### src/rtl/mult_div_unit.sv
// Iterative shift-add multiplier / restoring divider that writes HI/LO for mfhi/mflo.
// Optional macro MULT_DIV_UNSIGNED_EN enables the op[1] unsigned variants (MULTU/DIVU).
module mult_div_unit #(
  parameter int WIDTH = 32
) (
  input  logic             clock,
  input  logic             reset,
  input  logic             start,
  input  logic [1:0]       op,
  input  logic [WIDTH-1:0] a,
  input  logic [WIDTH-1:0] b,
  output logic             busy,
  output logic             done,
  output logic             div_zero,
  output logic [WIDTH-1:0] hi,
  output logic [WIDTH-1:0] lo
);

  localparam int CW = $clog2(WIDTH + 1);

  typedef enum logic [1:0] {IDLE, RUN, FIX} state_t;

  state_t             r_state;
  logic [CW-1:0]      r_cnt;
  logic               r_div;
  logic               r_neg_q;
  logic               r_neg_r;
  logic               r_dz;
  logic               r_busy;
  logic               r_done;
  logic               r_div_zero;
  logic [WIDTH-1:0]   r_hi;
  logic [WIDTH-1:0]   r_lo;
  logic [WIDTH-1:0]   r_acc;
  logic [WIDTH-1:0]   r_low;
  logic [WIDTH-1:0]   r_opb;

  logic               w_uns;
  logic               w_sa;
  logic               w_sb;
  logic [WIDTH-1:0]   w_abs_a;
  logic [WIDTH-1:0]   w_abs_b;
  logic               w_b_zero;
  logic [WIDTH:0]     w_madd;
  logic [WIDTH:0]     w_shr;
  logic               w_ge;
  logic [WIDTH-1:0]   w_diff;
  logic [2*WIDTH-1:0] w_prod;
  logic [2*WIDTH-1:0] w_prod_s;
  logic [WIDTH-1:0]   w_q;
  logic [WIDTH-1:0]   w_r;

`ifdef MULT_DIV_UNSIGNED_EN
  assign w_uns = op[1];
`else
  // op[1] has no effect in the signed-only build
  logic w_unused_op1;
  assign w_unused_op1 = op[1];
  assign w_uns = 1'b0;
`endif

  assign w_sa     = ~w_uns & a[WIDTH-1];
  assign w_sb     = ~w_uns & b[WIDTH-1];
  assign w_abs_a  = w_sa ? (~a + 1'b1) : a;
  assign w_abs_b  = w_sb ? (~b + 1'b1) : b;
  assign w_b_zero = (b == '0);

  // Multiply step: add multiplicand when the current multiplier bit is set, then shift right
  assign w_madd = {1'b0, r_acc} + (r_low[0] ? {1'b0, r_opb} : '0);

  // Divide step: remainder stays below the divisor, so W bits suffice after the subtract
  assign w_shr  = {r_acc, r_low[WIDTH-1]};
  assign w_ge   = (w_shr >= {1'b0, r_opb});
  assign w_diff = w_shr[WIDTH-1:0] - r_opb;

  assign w_prod   = {r_acc, r_low};
  assign w_prod_s = r_neg_q ? (~w_prod + 1'b1) : w_prod;
  assign w_q      = r_neg_q ? (~r_low + 1'b1) : r_low;
  assign w_r      = r_neg_r ? (~r_acc + 1'b1) : r_acc;

  always_ff @(posedge clock or posedge reset) begin
    if (reset) begin
      r_state    <= IDLE;
      r_cnt      <= '0;
      r_div      <= 1'b0;
      r_neg_q    <= 1'b0;
      r_neg_r    <= 1'b0;
      r_dz       <= 1'b0;
      r_busy     <= 1'b0;
      r_done     <= 1'b0;
      r_div_zero <= 1'b0;
      r_hi       <= '0;
      r_lo       <= '0;
      r_acc      <= '0;
      r_low      <= '0;
      r_opb      <= '0;
    end else begin
      r_done <= 1'b0;
      case (r_state)
        IDLE: begin
          if (start) begin
            r_div      <= op[0];
            r_cnt      <= '0;
            r_busy     <= 1'b1;
            r_div_zero <= 1'b0;
            r_acc      <= '0;
            r_neg_q    <= w_sa ^ w_sb;
            if (op[0]) begin
              r_neg_r <= w_sa;
              r_low   <= w_abs_a;
              r_opb   <= w_abs_b;
              r_dz    <= w_b_zero;
              r_state <= w_b_zero ? FIX : RUN;
            end else begin
              r_neg_r <= 1'b0;
              r_low   <= w_abs_b;
              r_opb   <= w_abs_a;
              r_dz    <= 1'b0;
              r_state <= RUN;
            end
          end
        end
        RUN: begin
          if (r_div) begin
            r_acc <= w_ge ? w_diff : w_shr[WIDTH-1:0];
            r_low <= {r_low[WIDTH-2:0], w_ge};
          end else begin
            r_acc <= w_madd[WIDTH:1];
            r_low <= {w_madd[0], r_low[WIDTH-1:1]};
          end
          r_cnt <= r_cnt + 1'b1;
          if (r_cnt == CW'(WIDTH - 1)) r_state <= FIX;
        end
        FIX: begin
          r_state <= IDLE;
          r_busy  <= 1'b0;
          r_done  <= 1'b1;
          if (r_dz) begin
            r_div_zero <= 1'b1;
          end else if (r_div) begin
            r_hi <= w_r;
            r_lo <= w_q;
          end else begin
            r_hi <= w_prod_s[2*WIDTH-1:WIDTH];
            r_lo <= w_prod_s[WIDTH-1:0];
          end
        end
        default: r_state <= IDLE;
      endcase
    end
  end

  assign busy     = r_busy;
  assign done     = r_done;
  assign div_zero = r_div_zero;
  assign hi       = r_hi;
  assign lo       = r_lo;

endmodule

### config.mk
export PLATFORM = sky130hd
export DESIGN_NAME = mult_div_unit
export DESIGN_NICKNAME = d
export VERILOG_FILES = /design/src/rtl/mult_div_unit.sv
export SDC_FILE = /design/constraint.sdc
export NUM_CORES = 1
export LEC_CHECK = 0
export ABC_CLOCK_PERIOD_IN_PS = 6600
export BUFFER_PORTS_ARGS = -buffer_cell sky130_fd_sc_hd__buf_2
export CAP_MARGIN = 20
export CORE_AREA = 3 3 160 162
export DETAILED_ROUTE_END_ITERATION = 12
export DIE_AREA = 0 0 163 165
export MAX_ROUTING_LAYER = met4
export PLACE_DENSITY = 0.81
export RECOVER_POWER = 50
export SYNTH_ARGS = -nofsm -noshare
export SYNTH_HDL_FRONTEND = slang
export SYNTH_SLANG_ARGS = --single-unit
### constraint.sdc
create_clock -name clock -period 6.6 [get_ports clock]
set_input_delay 1.32 -clock clock [delete_from_list [all_inputs] [get_ports clock]]
set_output_delay 1.32 -clock clock [all_outputs]
set_load 0.005 [all_outputs]
==> flow_metrics.tcl <==
set metrics [dict create \
    switching_share_pct 50.89 \
    tightestPinTransition_ps 2578 \
    crit_family "compound AO/OA/AOI/OAI gates" \
    critPathBufInv 2 \
    post_cts_resized 0 \
    synth_area_mm2 0.01472 \
    cts_setup_buffers 0 \
    clk_pin_slew_worst_paths_ps 80 \
    cts_sinks 175 \
    p_int_mw 4.387 \
    root_buffer "clkbuf_16" \
    fmax_mhz 242.6 \
    syn_to_final_growth_pct 9.767 \
    grt.busiest_layer "met2" \
    synthFlopType "dfrtp_1" \
    outcome "finished, violations left" \
    die-area_mm2 0.02690 \
    place_congestion 1.021 \
    fillCellCount 2136 \
    final_net_count 2074 \
    power_switching_mw 4.546 \
    antenna_found_initial 2 \
    violations "max-capacitance violations, max-slew violations" \
    max_stage_delay_ps 640 \
    synth-edff-count 0 \
    die_w_um 163 \
    grtUsageMet1_pct 48.10 \
    finalCriticalPeriod_ps 4121 \
    yosysSeqAreaShare_pct 29.75 \
    power.density_mw_per_mm2 552.9 \
    grt_max_degree 129 \
    drive_gt1_share_pct 9.656 \
    yosysWarningCount 0 \
    grt_overflow 0 \
    drc 0 \
    core_area_mm2 0.02425 \
    wl_per_cell_um 20.15 \
    holdWs_ps 481.4 \
    fin_tns_setup_ps 0 \
    synthCells 1872 \
    grt_pass1_vias 13359 \
    seq_power_share_pct 25.7 \
    required_ps 6920 \
    drt_iter0_markers 1647 \
    cp.arrival_ps 4440 \
    routed-via-count 14770 \
    io_pins 136 \
    dr.pass1.iters 6 \
    mostFrequentLayoutCells "o21ai_0 (228), nand2_1 (222), dfrtp_1 (174)" \
    ys_types 77 \
    rsz0062_at_grt "false" \
    cts.path.max_buffers 2 \
    grt_first_pass_wirelength_mm 71.59 \
    hold_violations 0 \
    io_buffers 134 \
    grtUsageMet2_pct 50.95 \
    final_common_cell "o21ai_0" \
    max_cap_viol_count 4 \
    wl_mm 45.79 \
    clockPowerShare_pct 12.2 \
    worstPathCellList "inv_1 > buf_4 > nor2_1 > ha_1 > and4_1 > and4_1 > nand3_1 > a311oi_1 > o31ai_1 > nand3b_1 > a21oi_1 > o41ai_1" \
    cp_common_cell "and4_1" \
    dp_hpwl_mm 34.45 \
    hp-class "reg2reg" \
    synthesis.nets 2012 \
    slew_headroom_pct -72.79 \
    startpoint_type "flop" \
    finalMaxSlewViolations 220 \
    power_frac_comb_pct 62.1 \
    rows 57 \
    synthArstFlopShare_pct 100.0 \
    crit_type "reg2reg" \
    ir_worst_vdd_uv 339.2 \
    crit_path_end_kind "flop" \
    grt_use_met3_pct 5.317 \
    track_usage_pct 34.39 \
    worst-path-max-fanout 21 \
    cp_slowest_cell "a311oi_1" \
    clock_latency_ps 440 \
    viasPerCell 6.501 \
    setup_viol 0 \
    ys_ff_latch 175 \
    clock_skew_ps 18.39 \
    fp.dieH_um 165 \
    cts_buffers 17 \
    p_leak_nw 7.086 \
    ctsHoldBuffers 0 \
    period_share_pct 62.44 \
    ctsHtreeMaxLevel 4 \
    postRouteAntennaNets 0 \
    avgSynthCellArea_um2 7.863 \
    cts_tree "done" \
    initial_core_util_pct 60.70 \
]
-- sequential cells by signal (all words and copies together) (netlist names) --
signal	cells
div_zero	1
r_neg_q	1
done	1
r_dz	1
r_neg_r	1
hi	32
lo	32
r_acc	32
r_div	1
busy	1
r_opb	32
r_low	32
r_state	2
r_cnt	6
-- synthesized netlist by cell type (all sizes together), types with 5 or more instances --
| cell type | number | share of area, % |
|---|---|---|
| o21ai | 229 | 7.8 |
| nand2 | 222 | 5.7 |
| dfrtp | 175 | 30 |
| nor2 | 159 | 4.1 |
| a21oi | 135 | 4.6 |
| clkbuf | 100 | 2.6 |
| xnor2 | 83 | 4.9 |
| xor2 | 79 | 4.7 |
| ha | 69 | 5.9 |
| inv | 63 | 1.6 |
| mux2i | 51 | 3.5 |
| nor3 | 38 | 1.3 |
| o31ai | 36 | 1.8 |
| a21o | 33 | 1.7 |
| a211oi | 27 | 1.4 |
| o211ai | 25 | 1.3 |
| nand3 | 24 | 0.82 |
| a31oi | 22 | 0.94 |
| nand2b | 22 | 0.94 |
| o41ai | 21 | 1.2 |
| nor4 | 19 | 0.81 |
| nor2b | 14 | 0.60 |
| or3 | 14 | 0.63 |
| buf | 13 | 0.40 |
| or4 | 13 | 0.71 |
| nand4 | 12 | 0.51 |
| a22oi | 11 | 0.56 |
| and3 | 11 | 0.47 |
| or2 | 9 | 0.38 |
| a211o | 8 | 0.48 |
| nand4b | 8 | 0.48 |
| o22a | 8 | 0.48 |
| o22ai | 8 | 0.34 |
| a2111oi | 7 | 0.43 |
| a22o | 7 | 0.42 |
| o21a | 7 | 0.36 |
| o21bai | 6 | 0.31 |
| o311ai | 6 | 0.36 |
| and4 | 5 | 0.30 |
| mux2 | 5 | 0.38 |
| nand3b | 5 | 0.26 |
| nor3b | 5 | 0.26 |
| nor4b | 5 | 0.30 |
| o221ai | 5 | 0.30 |
-- path summary, 6_finish.rpt --
kind / from / to / slack (ps) / cells after the start
setup / recovery: r_low[0] / r_acc[30] / 2480 / 12
hold / removal: r_opb[21] / r_opb[21] / 480 / 1
setup reg to reg: r_low[0] / r_acc[30] / 2480 / 12
hold reg to reg: r_opb[21] / r_opb[21] / 480 / 1
max in group asynchronous: reset / r_div / 2510 / 3
min in group asynchronous: reset / lo[17] / 1570 / 2
-- power groups by stage --
stage | combinational (mW) | sequential (mW) | clock [mW]
2_1_floorplan | 4.14 | 1.98 | 0
3_3_place_gp | 5.29 | 2.24 | 0
3_5_place_dp | 5.42 | 2.28 | 0
4_1_cts | 5.46 | 2.25 | 1.10
5_1_grt | 6.13 | 2.36 | 1.14
6_report | 5.55 | 2.29 | 1.09
-- cell families after synthesis --
logic type      Yosys count  synth area share, %
mux                      56                3.851
simple gates            595                19.04
compound gates          637                27.02
xor+xnor                162                9.640
buf+inv                 176                4.556
flops                   175                29.75
fa+ha+maj                71                6.137
-- through the flow --
stage                     power, mW  utilization (%)  cells  setup WS (ps)  instance area (um2)
after detailed placement      7.698            64.07   2237           2297                15540
after global routing          9.626            66.63   2272           1967                16160
final                         8.934            66.63   2272           2479                16160
after floorplan               6.124                -   1872          534.8                14720
after global placement        7.536            64.07   2237           2272                15540
after CTS                     8.810            66.73   2269           2277                16180
-- worst register-to-register path, cell delays in order, from the launching register on --
cell and delay, ps:
dfrtp_1 470, inv_1 380, buf_4 390, nor2_1 100, ha_1 410, and4_1 360, and4_1 250, nand3_1 90
a311oi_1 640, o31ai_1 320, nand3b_1 160, a21oi_1 70, o41ai_1 380
-- metal layers --
layer / share of wire, % / up-vias
met3: 9.4 / 90
met2: 45 / 741
met1: 43 / 6985
li1: - / 6954
met4: 3.0 / 0
met5: 0 / -
-- final cells by class --
type                    instances  area, um2  share of cell area, %
clock buffers                  17      425.4                  2.633
inverters                      63      237.7                  1.471
well taps                     324      405.4                  2.509
repair buffers                156      804.5                  4.979
multi-input cells            1521       9681                  59.92
flip-flops and latches        175       4380                  27.11
diodes                          1      2.502                0.01549
clock inverters                15      220.2                  1.363
(Power assumes the default switching activity.)
